$ cat src/rtl/uart_apb_pkg.sv
// Shared constants for the UART APB transmit path: FSM encoding, register map, byte-lane strobe.
// Pure declarations; no latency or backpressure of its own.
package uart_apb_pkg;

  typedef enum logic [1:0] {
    ST_IDLE      = 2'd0,
    ST_SETUP     = 2'd1,
    ST_ACCESS    = 2'd2,
    ST_WAIT_DONE = 2'd3
  } sched_state_t;

  typedef logic [31:0] apb_addr_t;
  typedef logic [31:0] apb_data_t;

  localparam apb_addr_t UART_REG_TX_DATA = 32'h0000_0079;
  localparam apb_addr_t TX_ADDR_DEFAULT  = UART_REG_TX_DATA;
  localparam logic [3:0] PSTRB_BYTE0     = 4'b0001;

  function automatic apb_data_t tx_wdata(input logic [7:0] tx_byte);
    return {24'h0, tx_byte};
  endfunction

endpackage

$ cat src/rtl/uart_tx_scheduler_if.sv
// APB master/slave bundle between the scheduler and the UART transmitter, plus its frame-complete pulse.
// Wires only; APB pready provides the backpressure.
interface uart_tx_scheduler_if;
  import uart_apb_pkg::*;

  logic      psel;
  logic      penable;
  logic      pwrite;
  apb_addr_t paddr;
  apb_data_t pwdata;
  logic [3:0] pstrb;
  logic      pready;
  logic      pslverr;
  logic      tx_done;

  modport master (
    output psel, penable, pwrite, paddr, pwdata, pstrb,
    input  pready, pslverr, tx_done
  );

  modport slave (
    input  psel, penable, pwrite, paddr, pwdata, pstrb,
    output pready, pslverr, tx_done
  );

endinterface

$ cat src/rtl/uart_tx_scheduler_rr_arbiter.sv
// Round-robin pick: first asserted request at or after ptr, wrapping; combinational, zero latency.
// No backpressure; vld is low when no request is pending.
module rr_arbiter #(
  parameter int NUM_REQ = 2,
  parameter int IDX_W   = $clog2(NUM_REQ)
) (
  input  logic [NUM_REQ-1:0] req,
  input  logic [IDX_W-1:0]   ptr,
  output logic [NUM_REQ-1:0] grant,
  output logic [IDX_W-1:0]   idx,
  output logic               vld
);

  logic [IDX_W:0] cand;

  always_comb begin
    grant = '0;
    idx   = '0;
    vld   = 1'b0;
    cand  = '0;
    for (int k = 0; k < NUM_REQ; k++) begin
      // ptr is always below NUM_REQ, so one subtraction is enough to wrap
      cand = {1'b0, ptr} + (IDX_W+1)'(k);
      if (cand >= (IDX_W+1)'(NUM_REQ)) begin
        cand = cand - (IDX_W+1)'(NUM_REQ);
      end
      if (!vld && req[cand[IDX_W-1:0]]) begin
        vld                      = 1'b1;
        grant[cand[IDX_W-1:0]]   = 1'b1;
        idx                      = cand[IDX_W-1:0];
      end
    end
  end

endmodule

$ cat src/rtl/uart_tx_scheduler.sv
// Shares one APB UART transmitter among NUM_REQ clients: round-robin grant, APB write, wait for tx_done.
// gnt/psel one cycle after req; clients hold req until gnt, pready stretches ACCESS, tx_done/timeout ends the frame.
module uart_tx_scheduler
  import uart_apb_pkg::*;
#(
  parameter int        NUM_REQ        = 2,
  parameter apb_addr_t TX_ADDR        = TX_ADDR_DEFAULT,
  parameter int        TIMEOUT_CYCLES = 4096
) (
  input  logic                   pclk,
  input  logic                   rst,
  input  logic [NUM_REQ-1:0]     req,
  input  logic [NUM_REQ*8-1:0]   req_data,
  output logic [NUM_REQ-1:0]     gnt,
  output logic [NUM_REQ-1:0]     done,
  output logic                   err,
  output logic                   busy,
  uart_tx_scheduler_if.master    apb
);

  localparam int IDX_W = $clog2(NUM_REQ);
  localparam int CNT_W = (TIMEOUT_CYCLES > 1) ? $clog2(TIMEOUT_CYCLES) : 1;
  localparam logic [CNT_W-1:0] CNT_LAST = CNT_W'(TIMEOUT_CYCLES - 1);
  localparam logic [IDX_W-1:0] IDX_LAST = IDX_W'(NUM_REQ - 1);

  sched_state_t       state, state_nxt;
  logic [IDX_W-1:0]   ptr;
  logic [IDX_W-1:0]   owner;
  logic [7:0]         data_q;
  logic [CNT_W-1:0]   cnt;
  logic               tx_done_seen;

  logic [NUM_REQ-1:0] arb_gnt;
  logic [IDX_W-1:0]   arb_idx;
  logic               arb_vld;

  logic [NUM_REQ-1:0] gnt_nxt;
  logic [NUM_REQ-1:0] done_nxt;
  logic               err_nxt;
  logic               apb_on_nxt;
  logic [7:0]         byte_nxt;

  logic [7:0] req_bytes [NUM_REQ];

  for (genvar i = 0; i < NUM_REQ; i++) begin : g_bytes
    assign req_bytes[i] = req_data[8*i +: 8];
  end

  rr_arbiter #(
    .NUM_REQ (NUM_REQ),
    .IDX_W   (IDX_W)
  ) u_arb (
    .req   (req),
    .ptr   (ptr),
    .grant (arb_gnt),
    .idx   (arb_idx),
    .vld   (arb_vld)
  );

  always_comb begin
    state_nxt = state;
    gnt_nxt   = '0;
    done_nxt  = '0;
    err_nxt   = 1'b0;
    case (state)
      ST_IDLE: begin
        if (arb_vld) begin
          state_nxt = ST_SETUP;
          gnt_nxt   = arb_gnt;
        end
      end
      ST_SETUP: begin
        state_nxt = ST_ACCESS;
      end
      ST_ACCESS: begin
        if (apb.pready) begin
          if (apb.pslverr) begin
            err_nxt   = 1'b1;
            state_nxt = ST_IDLE;
          end else begin
            state_nxt = ST_WAIT_DONE;
          end
        end
      end
      ST_WAIT_DONE: begin
        if (apb.tx_done || tx_done_seen) begin
          done_nxt[owner] = 1'b1;
          state_nxt       = ST_IDLE;
        end else if (cnt == CNT_LAST) begin
          err_nxt   = 1'b1;
          state_nxt = ST_IDLE;
        end
      end
      default: begin
        state_nxt = ST_IDLE;
      end
    endcase
  end

  assign apb_on_nxt = (state_nxt == ST_SETUP) || (state_nxt == ST_ACCESS);
  // On the grant edge the byte comes straight from the winning client; afterwards from the latch
  assign byte_nxt   = (state == ST_IDLE) ? req_bytes[arb_idx] : data_q;

  always_ff @(posedge pclk) begin
    if (!rst) begin
      state <= ST_IDLE;
    end else begin
      state <= state_nxt;
    end
  end

  always_ff @(posedge pclk) begin
    if (!rst) begin
      ptr          <= '0;
      owner        <= '0;
      data_q       <= '0;
      cnt          <= '0;
      tx_done_seen <= 1'b0;
      gnt          <= '0;
      done         <= '0;
      err          <= 1'b0;
      busy         <= 1'b0;
      apb.psel     <= 1'b0;
      apb.penable  <= 1'b0;
      apb.pwrite   <= 1'b0;
      apb.paddr    <= '0;
      apb.pwdata   <= '0;
      apb.pstrb    <= '0;
    end else begin
      if (state == ST_IDLE && arb_vld) begin
        owner  <= arb_idx;
        data_q <= req_bytes[arb_idx];
        ptr    <= (arb_idx == IDX_LAST) ? '0 : arb_idx + 1'b1;
      end

      // A frame can finish while the APB write is still being acknowledged
      if (state == ST_IDLE) begin
        tx_done_seen <= 1'b0;
      end else if (state == ST_ACCESS && apb.tx_done) begin
        tx_done_seen <= 1'b1;
      end

      if (state == ST_WAIT_DONE) begin
        cnt <= cnt + 1'b1;
      end else begin
        cnt <= '0;
      end

      gnt         <= gnt_nxt;
      done        <= done_nxt;
      err         <= err_nxt;
      busy        <= (state_nxt != ST_IDLE);
      apb.psel    <= apb_on_nxt;
      apb.penable <= (state_nxt == ST_ACCESS);
      apb.pwrite  <= apb_on_nxt;
      apb.paddr   <= apb_on_nxt ? TX_ADDR : '0;
      apb.pwdata  <= apb_on_nxt ? tx_wdata(byte_nxt) : '0;
      apb.pstrb   <= apb_on_nxt ? PSTRB_BYTE0 : '0;
    end
  end

endmodule

$ cat src/flat_wrapper.sv
// flat-port wrapper written by rule: the top's interface ports become plain ports
module uart_tx_scheduler_flat import uart_apb_pkg::*;
#(
  parameter int        NUM_REQ        = 2,
  parameter apb_addr_t TX_ADDR        = TX_ADDR_DEFAULT,
  parameter int        TIMEOUT_CYCLES = 4096
)
  (pclk, rst, req, req_data, gnt, done, err, busy, apb_psel, apb_penable, apb_pwrite, apb_paddr, apb_pwdata, apb_pstrb, apb_pready, apb_pslverr, apb_tx_done);
  uart_tx_scheduler_if apb_i ();
  input  logic pclk;
  input  logic rst;
  input  logic [NUM_REQ-1:0] req;
  input  logic [NUM_REQ*8-1:0] req_data;
  output logic [NUM_REQ-1:0] gnt;
  output logic [NUM_REQ-1:0] done;
  output logic err;
  output logic busy;
  output wire logic [$bits(apb_i.psel)-1:0] apb_psel;
  output wire logic [$bits(apb_i.penable)-1:0] apb_penable;
  output wire logic [$bits(apb_i.pwrite)-1:0] apb_pwrite;
  output wire logic [$bits(apb_i.paddr)-1:0] apb_paddr;
  output wire logic [$bits(apb_i.pwdata)-1:0] apb_pwdata;
  output wire logic [$bits(apb_i.pstrb)-1:0] apb_pstrb;
  input wire logic [$bits(apb_i.pready)-1:0] apb_pready;
  input wire logic [$bits(apb_i.pslverr)-1:0] apb_pslverr;
  input wire logic [$bits(apb_i.tx_done)-1:0] apb_tx_done;
  assign apb_psel = apb_i.psel;
  assign apb_penable = apb_i.penable;
  assign apb_pwrite = apb_i.pwrite;
  assign apb_paddr = apb_i.paddr;
  assign apb_pwdata = apb_i.pwdata;
  assign apb_pstrb = apb_i.pstrb;
  assign apb_i.pready = apb_pready;
  assign apb_i.pslverr = apb_pslverr;
  assign apb_i.tx_done = apb_tx_done;
  uart_tx_scheduler #(.NUM_REQ(NUM_REQ), .TX_ADDR(TX_ADDR), .TIMEOUT_CYCLES(TIMEOUT_CYCLES)) u_core (.pclk(pclk), .rst(rst), .req(req), .req_data(req_data), .gnt(gnt), .done(done), .err(err), .busy(busy), .apb(apb_i));
endmodule
$ cat config.mk
export PLATFORM = sky130hd
export DESIGN_NAME = uart_tx_scheduler_flat
export DESIGN_NICKNAME = d
export VERILOG_FILES = /design/src/rtl/uart_apb_pkg.sv /design/src/rtl/uart_tx_scheduler_if.sv /design/src/rtl/uart_tx_scheduler_rr_arbiter.sv /design/src/rtl/uart_tx_scheduler.sv /design/src/flat_wrapper.sv
export SDC_FILE = /design/constraint.sdc
export NUM_CORES = 1
export LEC_CHECK = 0
export ABC_AREA = 1
export ABC_CLOCK_PERIOD_IN_PS = 2550
export CORE_MARGIN = 4
export CORE_UTILIZATION = 45
export DETAILED_ROUTE_END_ITERATION = 16
export HOLD_SLACK_MARGIN = 0.02
export PLACE_DENSITY = 0.95
export SLEW_MARGIN = 20
export SYNTH_ARGS = -nofsm -noshare
export SYNTH_HDL_FRONTEND = slang
export SYNTH_SLANG_ARGS = --single-unit
$ cat constraint.sdc
create_clock -name pclk -period 2.55 [get_ports pclk]
set_input_delay 0.255 -clock pclk [delete_from_list [all_inputs] [get_ports pclk]]
set_output_delay 0.255 -clock pclk [all_outputs]
set_load 0.01 [all_outputs]
==> metrics.md <==
| Metric | Value |
|---|---|
| PostCTS Resize Cnt | `0` |
| Antenna violations before repair | `0` |
| Final Core Density | `0.542` |
| GP Congestion | `0.837` |
| CP Class | `reg -> reg` |
| Std cell rows | `25` |
| Area Growth Syn to Fin | `15.9%` |
| Most used cell, CP | `nand2_1` |
| Largest net degree at the start of global routing | `19` |
| Final Max Slew Viols | `0` |
| Die area | `6090 um^2` |
| Inserted Diodes | `0` |
| Mapped Cells | `297` |
| Share of cells above drive strength 1 | `0.0564` |
| Clk slew on worst S/H paths | `roughly 80 ps` |
| Vias | `1718` |
| Setup Fix Bufs, Post-CTS | `0` |
| Post-synthesis sequential area ratio | `0.372` |
| DP Area | `roughly 2400 um^2` |
| Post-route cell area | `2560 um^2` |
| Hold-fix buffers at CTS | `0` |
| CP Max Fanout | `9` |
| Clk_lat worst skew | `~300 ps` |
| Net switching power | `slightly below 0.5 mW` |
| Internal | `about 1.2 mW` |
| Synth top cells by count | `buf_4 (62), nand2_1 (61), dfxtp_1 (41)` |
| Maximum VDD drop | `about 0.00029 V` |
| Synth cell types | `30` |
| R2R Path End | `u_core.apb.pwdata[1]$_SDFF_PN0_` |
| CP startpoint kind | `flop` |
| Setup tns final | `0 ps` |
| FF+latch count, synth | `41` |
| Hold path endpoint | `u_core.cnt[0]$_SDFF_PN0_` |
| Power Density | `651 nW/um^2` |
| Clock Power Share | `0.313` |
| Status | `completed` |
| Drt drc | `0` |
| Clock Path Buffers | `2` |
| Worst R2R Start | `u_core.cnt[0]$_SDFF_PN0_` |
| Sequential Power Share | `0.437` |
| Root buffer cell | `clkbuf_8` |
| FMAX | `a little over 500 MHz` |
| Slowest Stage Delay on Critical Path | `between 300 and 400 ps` |
| Die Y | `around 80 um` |
| Synth area leader | `dfxtp_1` |
| Min-delay src | `u_core.cnt[0]$_SDFF_PN0_` |
| Mapped Avg Cell Area | `around 7.4 um^2` |
| Pre-CTS WS | `about 290 ps` |
| Ports | `100` |
| Placed wire-length estimate | `approximately 3200 um` |
| Asr flop ratio synth | `0` |
| Via/cell ratio | `4.25` |
| Most common cell in the netlist | `buf_4` |
| Comb power frac | `0.250` |
| Hold Path Class | `reg -> reg` |
| DRT Wirelength | `around 4200 um` |
| Synth area leaders | `dfxtp_1 (37%), buf_4 (21%), nand2_1 (10%), inv_1 (5.6%), a21oi_1 (4.3%)` |
| Vias in the first global route | `about 1.6k` |
| CTS Buf Count | `5` |
| Worst EP required | `2750 ps` |
| ANT nets after route | `0` |
| Iteration-0 DRC Markers | `57` |
| Post-synth EDFFs | `0` |
| Unrepaired setup endpoints after global routing | `false` |
| CTS H-tree lvls | `2` |
| First-pass GRT wire length | `6420 um` |
| Fillers | `between 400 and 500` |
| Nets | `362` |
| Leak | `approximately 1.2 nW` |
| Hold_ws | `447 ps` |
| Wire per inst | `between 10 and 15 um` |
| CP Capture Type | `flop` |
| Crit-path cells | `ha_1 -> nand2_1 -> nor2_1 -> nand3_1 -> nand3_1 -> nand2_1 -> nand2_1 -> ha_1 -> nand2_1 -> a21oi_1 -> o21ai_0 -> inv_1` |
| GR Overflow Total | `0` |
| Period utilization | `0.779` |
| Switching part of the total | `0.295` |
| Total power | `between 1.5 and 2 mW` |
| Final hold violations | `0` |
| # setup viols final | `0` |
| Reg2reg path depth | `12` |
| CP arrival | `2180 ps` |
| Netlist Area Pre-Place | `around 2200 um^2` |
| Fin cells | `roughly 400` |
| Die width | `between 70 and 80 um` |
| Fin worst setup slack | `~560 ps` |
| Min Tclk post-route | `between 1500 and 2000 ps` |
| Inst Count DP | `396` |
| Core area | `roughly 4700 um^2` |
| Initial Util | `0.468` |
| Top cell type's share of synthesized area | `0.372` |
| Hold path cells | `1` |
| Sink Count | `41` |
| Worst Skew | `just over 10 ps` |
| R2R Setup Slk | `560 ps` |
| CP max stage cell | `dfxtp_1` |
| Top FF cell, synth | `dfxtp_1` |
| Maxcap violations | `0` |
| Ys Warns | `0` |
| Input/output buffers | `45` |
| Gr usage total | `0.132` |
| CTS tree | `yes` |
| 1st-pass router iterations | `5` |
state kept, by name, summed over array words and instances (netlist names):
signal,flops
u_core.busy,1
u_core.owner,1
u_core.data_q,8
u_core.ptr,1
u_core.apb.paddr,1
u_core.err,1
u_core.apb.pwdata,8
u_core.tx_done_seen,1
u_core.gnt,2
u_core.state,2
u_core.cnt,12
u_core.apb.penable,1
u_core.done,2
power by group through the flow:
| stage | clock network, mW | registers, mW | logic [mW] |
|---|---|---|---|
| floorplan | 0 | 0.757 | 0.317 |
| global placement | 0 | 0.742 | 0.404 |
| detailed placement | 0 | 0.744 | 0.414 |
| CTS | 0.535 | 0.729 | 0.416 |
| global route | 0.565 | 0.736 | 0.456 |
| finish | 0.522 | 0.729 | 0.416 |
logic make-up (layout without fill, tap and decap cells):
group | count (synthesis) | after routing | synth area share
flops | 41 | 41 | 0.372
other cells | 1 | 54 | 0.00170
compound gates | 41 | 41 | 0.107
fa+ha+maj | 3 | 3 | 0.0170
simple gates | 106 | 106 | 0.207
xor+xnor | 2 | 2 | 0.00793
buf+inv | 103 | 90 | 0.288
how the worst max path moves through the flow:
| stage | from | to | slack, ps | cells after the start |
|---|---|---|---|---|
| 2_1_floorplan | u_core.cnt[0]$_SDFF_PN0_ | u_core.apb.pwdata[0]$_SDFF_PN0_ | 880 | 12 |
| 3_3_place_gp | apb_tx_done | u_core.apb.pwdata[1]$_SDFF_PN0_ | 450 | 12 |
| 3_5_place_dp | apb_tx_done | u_core.apb.pwdata[1]$_SDFF_PN0_ | 290 | 12 |
| 4_1_cts | u_core.cnt[0]$_SDFF_PN0_ | u_core.apb.pwdata[1]$_SDFF_PN0_ | 550 | 12 |
| 5_1_grt | u_core.cnt[0]$_SDFF_PN0_ | u_core.apb.pwdata[1]$_SDFF_PN0_ | 330 | 12 |
| 6_report | u_core.cnt[0]$_SDFF_PN0_ | u_core.apb.pwdata[1]$_SDFF_PN0_ | 560 | 12 |
area by class of cell:
class                      count  area, um^2  share of cell area
timing repair buffer          45         450               0.176
sequential                    41         821               0.321
clock inverter                 3        46.3              0.0181
tap                           67        83.8              0.0327
inverter                      37         139              0.0543
multi-input combinational    206         951               0.371
clock buffer                   5        68.8              0.0269
worst max-delay path: cells and delay by family, from the launching register on:
family,cells,cell delay (ps)
and+or+nand+nor,7,870
AOI/OAI and AO/OA,2,190
DFF,1,350
adders and majority gates,2,410
buffers and inverters,1,60
layout by cell type, fill, tap and decap left out, drive strengths merged:
| master | instances |
|---|---|
| nand3b | 1 |
| ha | 3 |
| nor2 | 25 |
| o21ai | 13 |
| conb | 54 |
| dfxtp | 41 |
| xnor2 | 1 |
| clkdlybuf4s50 | 45 |
| clkinvlp | 1 |
| o31ai | 8 |
| nor3b | 2 |
| nand2 | 62 |
| xor2 | 1 |
| clkinv | 1 |
| a21oi | 19 |
| bufinv | 1 |
| a31oi | 1 |
| nand3 | 11 |
| nand4 | 2 |
| nor3 | 2 |
| clkbuf | 5 |
| and3 | 1 |
| inv | 37 |
layer usage:
metal,part of all wire,vias up,GRT usage
met5,0,-,0
met4,0.023,0,0.0857
met3,0.061,8,0.0356
met2,0.51,55,0.228
met1,0.41,762,0.142
li1,-,893,-
No activity file was read; power rests on OpenSTA's default activity.
